$ cat src/rtl/mem_port.sv
// ============================================================================
//  Module   : mem_port
//  Purpose  : Multi-cycle load/store unit between the CPU and a word-organised
//             memory. It uses a ready handshake, per-lane byte strobes, a
//             wait-state timeout, sub-word lane placement and sign/zero
//             extension on loads.
//  Ports    : clk, reset (async, active-low)
//             CPU side : req_rd, req_wr, read_op[2:0], write_op[1:0],
//                        addr_in[ADDR_W], wdata_in[32] -> busy, done,
//                        err[2], rdata_out[32]
//             Mem side : mem_addr[ADDR_W-2], mem_re, mem_we, mem_wstrb[4],
//                        mem_wdata[32] <- mem_rdata[32], mem_ready
//  Option   : MEM_PORT_MISALIGNED_SPLIT_EN - misaligned accesses that cross a
//             word boundary run as two beats instead of faulting.
//  Revision : 1.0 - initial release
// ============================================================================
`default_nettype none

module mem_port #(
    parameter int ADDR_W   = 32,
    parameter int MAX_WAIT = 15
) (
    input  logic              clk,
    input  logic              reset,
    input  logic              req_rd,
    input  logic              req_wr,
    input  logic [2:0]        read_op,
    input  logic [1:0]        write_op,
    input  logic [ADDR_W-1:0] addr_in,
    input  logic [31:0]       wdata_in,
    output logic              busy,
    output logic              done,
    output logic [1:0]        err,
    output logic [31:0]       rdata_out,
    output logic [ADDR_W-3:0] mem_addr,
    output logic              mem_re,
    output logic              mem_we,
    output logic [3:0]        mem_wstrb,
    output logic [31:0]       mem_wdata,
    input  logic [31:0]       mem_rdata,
    input  logic              mem_ready
);

    localparam int WAIT_W = $clog2(MAX_WAIT + 1);
    localparam logic [WAIT_W-1:0] c_WAIT_LAST = WAIT_W'(MAX_WAIT - 1);

    localparam logic [1:0] c_ERR_OK       = 2'b00;
    localparam logic [1:0] c_ERR_MISALIGN = 2'b01;
    localparam logic [1:0] c_ERR_TIMEOUT  = 2'b10;
    localparam logic [1:0] c_ERR_ILLEGAL  = 2'b11;

    typedef enum logic [1:0] {
        S_IDLE  = 2'd0,
        S_BEAT0 = 2'd1,
        S_BEAT1 = 2'd2,
        S_RESP  = 2'd3
    } state_t;

    state_t             r_state;
    logic               r_is_wr;
    logic [2:0]         r_rop;
    logic [1:0]         r_off;
    logic               r_split;
    logic [3:0]         r_strb_hi;   // strobes for the second beat of a split
    logic [31:0]        r_wdata_hi;  // store lanes for the second beat
    logic [31:0]        r_rbuf;      // read word captured in the first beat
    logic [WAIT_W-1:0]  r_wait;

    logic [3:0]  w_rd_mask, w_wr_mask, w_mask;
    logic        w_rd_legal, w_wr_legal, w_illegal, w_misalign;
    logic        w_misalign_fault, w_split;
    logic [7:0]  w_strb8;
    logic [31:0] w_wdata_m;
    logic [63:0] w_wdata64;
    logic [63:0] w_rdata64;
    logic [31:0] w_rlane;
    logic [31:0] w_rext;

    // Request decode: access size as a byte mask, legality and alignment.
    // Store data and strobes are laid out over an 8-lane (two word) window so
    // the same shift serves both the aligned and the word-crossing case.
    always_comb begin
        w_rd_mask  = 4'b0000;
        w_rd_legal = 1'b1;
        case (read_op)
            3'b000, 3'b100: w_rd_mask = 4'b0001;
            3'b001, 3'b101: w_rd_mask = 4'b0011;
            3'b010:         w_rd_mask = 4'b1111;
            default:        w_rd_legal = 1'b0;
        endcase

        w_wr_mask  = 4'b0000;
        w_wr_legal = 1'b1;
        case (write_op)
            2'b01:   w_wr_mask = 4'b0001;
            2'b10:   w_wr_mask = 4'b0011;
            2'b11:   w_wr_mask = 4'b1111;
            default: w_wr_legal = 1'b0;
        endcase

        w_mask     = req_wr ? w_wr_mask : w_rd_mask;
        w_illegal  = (req_rd && req_wr) || (req_rd && !w_rd_legal) ||
                     (req_wr && !w_wr_legal);
        w_misalign = ((w_mask == 4'b0011) && addr_in[0]) ||
                     ((w_mask == 4'b1111) && (addr_in[1:0] != 2'b00));

        w_strb8   = {4'b0000, w_mask} << addr_in[1:0];
        w_wdata_m = wdata_in & {{8{w_mask[3]}}, {8{w_mask[2]}},
                                {8{w_mask[1]}}, {8{w_mask[0]}}};
        w_wdata64 = {32'b0, w_wdata_m} << {addr_in[1:0], 3'b000};

`ifdef MEM_PORT_MISALIGNED_SPLIT_EN
        w_misalign_fault = 1'b0;
        w_split          = w_misalign && (w_strb8[7:4] != 4'b0000);
`else
        w_misalign_fault = w_misalign;
        w_split          = 1'b0;
`endif
    end

    // Load path: in the second beat the two words are joined so the
    // requested bytes can be pulled out with a single right shift.
    always_comb begin
        w_rdata64 = (r_state == S_BEAT1) ? {mem_rdata, r_rbuf} : {32'b0, mem_rdata};
        w_rlane   = 32'(w_rdata64 >> {r_off, 3'b000});
        case (r_rop)
            3'b000:  w_rext = {{24{w_rlane[7]}},  w_rlane[7:0]};
            3'b001:  w_rext = {{16{w_rlane[15]}}, w_rlane[15:0]};
            3'b100:  w_rext = {24'b0, w_rlane[7:0]};
            3'b101:  w_rext = {16'b0, w_rlane[15:0]};
            default: w_rext = w_rlane;
        endcase
    end

    always_ff @(posedge clk or negedge reset) begin
        if (!reset) begin
            r_state    <= S_IDLE;
            r_is_wr    <= 1'b0;
            r_rop      <= 3'b000;
            r_off      <= 2'b00;
            r_split    <= 1'b0;
            r_strb_hi  <= 4'b0000;
            r_wdata_hi <= 32'b0;
            r_rbuf     <= 32'b0;
            r_wait     <= '0;
            busy       <= 1'b0;
            done       <= 1'b0;
            err        <= c_ERR_OK;
            rdata_out  <= 32'b0;
            mem_addr   <= '0;
            mem_re     <= 1'b0;
            mem_we     <= 1'b0;
            mem_wstrb  <= 4'b0000;
            mem_wdata  <= 32'b0;
        end else begin
            case (r_state)
                S_IDLE: begin
                    if (req_rd || req_wr) begin
                        r_is_wr <= req_wr;
                        r_rop   <= read_op;
                        r_off   <= addr_in[1:0];
                        busy    <= 1'b1;
                        if (w_illegal || w_misalign_fault) begin
                            r_state   <= S_RESP;
                            done      <= 1'b1;
                            err       <= w_illegal ? c_ERR_ILLEGAL : c_ERR_MISALIGN;
                            rdata_out <= 32'b0;
                        end else begin
                            r_state    <= S_BEAT0;
                            r_split    <= w_split;
                            r_strb_hi  <= req_wr ? w_strb8[7:4] : 4'b0000;
                            r_wdata_hi <= w_wdata64[63:32];
                            r_wait     <= '0;
                            mem_addr   <= addr_in[ADDR_W-1:2];
                            mem_re     <= req_rd;
                            mem_we     <= req_wr;
                            mem_wstrb  <= req_wr ? w_strb8[3:0] : 4'b0000;
                            mem_wdata  <= w_wdata64[31:0];
                        end
                    end
                end

                S_BEAT0, S_BEAT1: begin
                    if (mem_ready) begin
                        if ((r_state == S_BEAT0) && r_split) begin
                            // Strobes stay asserted; only address and lanes move on.
                            r_state   <= S_BEAT1;
                            r_rbuf    <= mem_rdata;
                            r_wait    <= '0;
                            mem_addr  <= mem_addr + 1'b1;
                            mem_wstrb <= r_strb_hi;
                            mem_wdata <= r_wdata_hi;
                        end else begin
                            r_state   <= S_RESP;
                            done      <= 1'b1;
                            err       <= c_ERR_OK;
                            rdata_out <= r_is_wr ? 32'b0 : w_rext;
                            mem_re    <= 1'b0;
                            mem_we    <= 1'b0;
                            mem_wstrb <= 4'b0000;
                            mem_wdata <= 32'b0;
                        end
                    end else if (r_wait == c_WAIT_LAST) begin
                        // MAX_WAIT consecutive cycles without ready: abort.
                        r_state   <= S_RESP;
                        done      <= 1'b1;
                        err       <= c_ERR_TIMEOUT;
                        rdata_out <= 32'b0;
                        mem_re    <= 1'b0;
                        mem_we    <= 1'b0;
                        mem_wstrb <= 4'b0000;
                        mem_wdata <= 32'b0;
                    end else begin
                        r_wait <= r_wait + 1'b1;
                    end
                end

                S_RESP: begin
                    r_state <= S_IDLE;
                    done    <= 1'b0;
                    busy    <= 1'b0;
                end

                default: r_state <= S_IDLE;
            endcase
        end
    end

endmodule

`default_nettype wire
$ cat config.mk
export PLATFORM = sky130hd
export DESIGN_NAME = mem_port
export DESIGN_NICKNAME = d
export VERILOG_FILES = /design/src/rtl/mem_port.sv
export SDC_FILE = /design/constraint.sdc
export NUM_CORES = 1
export LEC_CHECK = 0
export CORE_MARGIN = 2
export CORE_UTILIZATION = 25
export CTS_BUF_LIST = sky130_fd_sc_hd__clkbuf_4 sky130_fd_sc_hd__clkbuf_8 sky130_fd_sc_hd__clkbuf_16
export DETAILED_ROUTE_END_ITERATION = 8
export PLACE_DENSITY_LB_ADDON = 0.3
export SYNTH_ARGS = -nofsm -noshare
export SYNTH_HDL_FRONTEND = slang
export SYNTH_SLANG_ARGS = --single-unit
$ cat constraint.sdc
create_clock -name clk -period 2.55 [get_ports clk]
set_clock_uncertainty 0.2 [all_clocks]
set_input_delay 0.3825 -clock clk [delete_from_list [all_inputs] [get_ports clk]]
set_output_delay 0.3825 -clock clk [all_outputs]
set_load 0.02 [all_outputs]
[Word-level counts from Yosys, hierarchy flattened]
Cells that the tools add are included.
W data, S select, Z words.
Cells by class
  add/sub/neg operators: 1
  equal/unequal tests: 23
  shift-type cells: 3
  multiplexer cells: 57
  bitwise gates (word level): 2
  reduce and logical (&&, ||, !) cells: 31
Operators with widths (count)
  $mux W32: 8
  $pmux W32 S2: 2
  $pmux W32 S4: 1
  $mux W30: 3
  $mux W64: 1
  $shr A64 B5 Y32: 1
  $mux W4: 10
  $and A32 B32 Y32: 1
  $shl A32 B5 Y32: 1
  $pmux W4 S3: 2
  $mux W2: 9
  $pmux W4 S2: 2
  $mux W1: 13
  $eq A3 B3 Y1 const B: 4
  $ne A2 B2 Y1 const B: 5
  $reduce_and A5 Y1: 2
  $eq A2 B2 Y1 const B: 4
  $eq A4 B4 Y1 const B: 2
  $reduce_and A4 Y1: 2
  $eq A3 B1 Y1 const B: 2
  $logic_not A3 Y1: 2
  $ne A3 B3 Y1 const B: 2
  $pmux W1 S2: 3
  $pmux W2 S3: 1
  other kinds (18): 34
Word-level totals
  register bits after elaboration: 116
  word-level logic and storage cells: 131

[Longest topological paths before layout]
Gate-level depths: netlist of the first run.
  word-level depth: 11
  depth in mapped cells: 10
  mapped depth without buffers: 7

[Worst setup path before layout of the first run]
No wires, ideal clock.
  kind: flip-flop to flip-flop
  start point: register r_state[0]
  end point: register mem_addr[10]
  arrival time: 2.109 ns
  required time: 2.225 ns
  path slack: 0.117 ns
  stages on the path, launching flop included: 9
  period minus slack after synthesis: 2.433 ns
  cells stage by stage: dfrtp_1 > inv_1 > ha_1 > clkbuf_1 > clkbuf_1 > nor2_1 > o211ai_2 > buf_2 > mux2_2
On the way
  longest elaborated chain between the ends: 4
  elaborated cells between the ends (all ways): 10
RTL lines
  start, declared: RTL line 59  | state_t r_state;
  start signal, assigned: RTL line 137  | r_state <= S_IDLE;
  start signal, assigned: RTL line 164  | r_state <= S_RESP;
  start signal, assigned: RTL line 169  | r_state <= S_BEAT0;
  $eq A2 B2 Y1 / $eq A2 B1 Y1 (equally long branches): RTL line 156, 185
  $reduce_or A2 Y1: RTL line 156  | case (r_state)
  $ne A2 B2 Y1 (no source line), or another cell as far along
  $reduce_and A5 Y1 (no source line) (*)
  end signal, assigned: RTL line 174  | mem_addr <= addr_in[ADDR_W-1:2];
  end signal, assigned: RTL line 190  | mem_addr <= mem_addr + 1'b1;
  end, declared: RTL line 35  | output logic [ADDR_W-3:0] mem_addr,
Mark *: on every way between the ends. The rest lies on a longest branch, timed or not.
A chain may end at the register's enable or synchronous reset.

[Worst setup path in the final report of the first run]
  start point: register r_state[0]
  end point: register rdata_out[14]
On the way
  longest elaborated chain between the ends: 7
  elaborated cells between the ends (all ways): 15
RTL lines
  $eq A2 B2 Y1: RTL line 124, 156
  $mux W64: RTL line 124  | w_rdata64 = (r_state == S_BEAT1) ? {mem_rdata, r_rbuf} : {32'b0, mem_rdata};
  $shr A64 B5 Y32: RTL line 125  | w_rlane = 32'(w_rdata64 >> {r_off, 3'b000});
  $pmux W32 S4: RTL line 126  | case (r_rop)
  $mux W32: RTL line 197  | rdata_out <= r_is_wr ? 32'b0 : w_rext;
  $mux W32: RTL line 184  | if (mem_ready) begin
  $pmux W32 S2: RTL line 156
  end signal, assigned: RTL line 197
  end, declared: RTL line 34  | output logic [31:0] rdata_out,
Parallel ways exist; a longest one is shown, timed or not.

==> results.toml, run 1 <==
[logic_synthesis]
ys_ff_latch = 116
synth.distinct_cells = 63
ys_seq_area_share_pct = 46.4
synth_ff_type = "dfrtp_1"
synth_area_sq_mm = 0.00625
synth_area_per_cell_sq_um = 11.0
syn_nets = 682
yosysWarnings = 0
synth_edf_count = 0
async_reset_ff_share_pct = 100
syn_inst = 570

[flow_run]
max_cap_violations = 0

[final_layout]
final_cell_mix = "clkdlybuf4s50_1, dfrtp_1, nand2_1"
diodes = 0
final_common_cell = "clkdlybuf4s50_1"
nets = 936
final_layout_size_suffix_gt1_share_pct = 23.2
final_core_util_pct = 40.1
area_growth_pct = 56.9
final_cells = 1161

[clock_tree]
htreeDepth = 4
clock_latency_ps = 420
cts.clk_slew.worst_paths_ps = 60
tritoncts = "done"
clock_sinks = 116
cts_made_buffers = 17
root_buffer = "clkbuf_16"
cts_buffer_depth = 2

[routing]
firstDrtPassIters = 4
viasPerCell = 4.70
met2WireLength_um = 9410
wl_met3_um = 1090
drt_iter0_markers = 274
highest_layer = "met4"
drc = 0
ant_nets = 0
vias = 5456
wirelength_um = 20100
avgRoutedWirePerCell_um = 17.3
wl_met1_um = 9130

[worst_setup_path]
crit_slowest_cell = "nor2_1"
cp_slowest_stage_delay_ps = 570
cp.arrival_ps = 2560
required_ps = 2710
start_kind = "flop"
path_max_fanout = 8
cp_cell_sequence = "inv_1, ha_1, buf_4, nor2_1, a22o_1, a22oi_1, a21oi_1, mux2_2"
end_kind = "flop"
criticalPathCategory = "reg2reg"

[pwr]
total_power_w = 0.0123
ir_worst_vdd_uv = 607
p_comb_share_pct = 54.5
sw_frac_of_total_pct = 39.3
pwr-share-clk_pct = 20.4
seqPwrFrac_pct = 25.0
powerDensity_mw_per_mm2 = 1250
p_sw_w = 0.00483
p_int_w = 0.00745
leakagePower_nw = 4.15

[placed_design]
dp_hpwl_um = 15200
portBuffers = 209
gp_congestion = 0.810
dp_cells = 1126

[floorplanning]
die_h_um = 162
core_sq_mm = 0.0245
dieArea_sq_mm = 0.0263
die_w_um = 162
io_pins = 210
start_util_pct = 25.5
row_count = 57

[sta]
timing.fmax_mhz = 416
setup_viol = 0
relSlewSlack_pct = 46.8
min_period_ps = 2400
slew_violations = 0
rsz0062_at_grt = "false"
hold_viol = 0
finalCritPeriodShare_pct = 94.2
tightest_slew_ps = 797

[global_route]
grt_pass1_vias = 5542
antenna_found_initial = 0
gr-total-overflow = 0
grtUsageTotal_pct = 15.5
grt_pass1_wl_um = 31700
grt_max_degree = 44

[outcome]
status = "complete, no violations"

[min_path]
min_path_type = "in2async"
cell usage after synthesis (12+ instances only):
cell type / count / area share, %
a21oi_1: 12 / 0.96
a221oi_1: 16 / 2.2
a22o_1: 24 / 3.4
a22oi_1: 16 / 1.9
buf_2: 14 / 1.1
clkbuf_1: 18 / 1.1
dfrtp_1: 116 / 46
mux2_2: 64 / 12
mux2i_1: 22 / 3.5
nand2_1: 71 / 4.3
nand2b_1: 12 / 1.2
nor2_1: 26 / 1.6
o21ai_0: 25 / 2.0
area by class of cell:
type,count,area (sq um)
inverter,10,37.5
clock buffer,18,433
multi-input combinational,401,3130
fill,2346,14700
sequential,116,2900
timing repair buffer,278,2720
tap,324,405
clock inverter,14,174
logic make-up after synthesis:
family / Yosys count / share of synthesized area, %
compound gates: 162 / 21.2
fa+ha+maj: 6 / 1.20
buf+inv: 53 / 4.02
flops: 116 / 46.4
mux: 88 / 15.6
simple gates: 145 / 11.6
critical path: cells and delay by family (launching register included):
family | cells | cell delay [ps]
mux | 1 | 170
simple gates | 1 | 570
fa+ha+maj | 1 | 220
compound gates | 3 | 600
buf+inv | 2 | 240
flops | 1 | 350
through the flow:
step	area (sq um)	setup slack (ps)	hold slack, ps	setup TNS, ps
6_report	9800	147	247	0
3_3_place_gp	9140	-366	148	-19170
4_1_cts	9790	19.1	248	0
5_1_grt	9800	34.9	275	0
3_5_place_dp	9140	-367	153	-19260
2_1_floorplan	6250	117	-113	0
registers in the layout (all words and copies together), names as in the netlist:
signal / flops
busy: 1
done: 1
err: 2
mem_addr: 30
mem_re: 1
mem_wdata: 32
mem_we: 1
mem_wstrb: 4
r_is_wr: 1
r_off: 2
r_rop: 3
r_state: 2
r_wait: 4
rdata_out: 32
metal layers:
metal / GRT usage [%] / vias up
met1: 20.5 / 2631
met4: 6.03 / 0
li1: - / 2639
met3: 3.58 / 27
met5: 0 / -
met2: 24.7 / 159
power by group through the flow:
stage,Combinational (W),Sequential [W],Clock (W)
after floorplan,0.00292,0.00385,0
after global placement,0.00666,0.00309,0
after detailed placement,0.00668,0.00311,0
after CTS,0.00673,0.00309,0.00257
after global routing,0.00718,0.00318,0.00265
final,0.00669,0.00307,0.00251
worst paths after layout:
| path | start | to | slack [ps] | cells past startpoint |
|---|---|---|---|---|
| worst max-delay path | r_state[0] | rdata_out[14] | 150 | 8 |
| worst min-delay path | reset | mem_wdata[20] | 250 | 2 |
| worst max register to register | r_state[0] | rdata_out[14] | 150 | 8 |
| worst min register to register | mem_wdata[8] | mem_wdata[8] | 270 | 2 |
| max in group asynchronous | reset | rdata_out[8] | 1210 | 3 |
| min in group clk | mem_wdata[8] | mem_wdata[8] | 270 | 2 |
repair_timing:
action,in CTS,in global routing
hold endpoints to repair,26,0
gates resized for setup,1,2
pin swaps,1,1
hold buffers,1,0
gates cloned,0,0
endpoints found under the setup margin,25,9
buffers inserted,1,1
Power figures use the tool's default switching activity.
==> run 2: changes to the inputs <==
--- a/config.mk
+++ b/config.mk
@@ -9,6 +9,7 @@
 export CORE_UTILIZATION = 25
 export CTS_BUF_LIST = sky130_fd_sc_hd__clkbuf_4 sky130_fd_sc_hd__clkbuf_8 sky130_fd_sc_hd__clkbuf_16
 export DETAILED_ROUTE_END_ITERATION = 8
+export HOLD_SLACK_MARGIN = 0.12
 export PLACE_DENSITY_LB_ADDON = 0.3
 export SYNTH_ARGS = -nofsm -noshare
 export SYNTH_HDL_FRONTEND = slang
==> results of run 2 <==
Same layout as run 1: the final DEF is identical, and so are final timing and power.
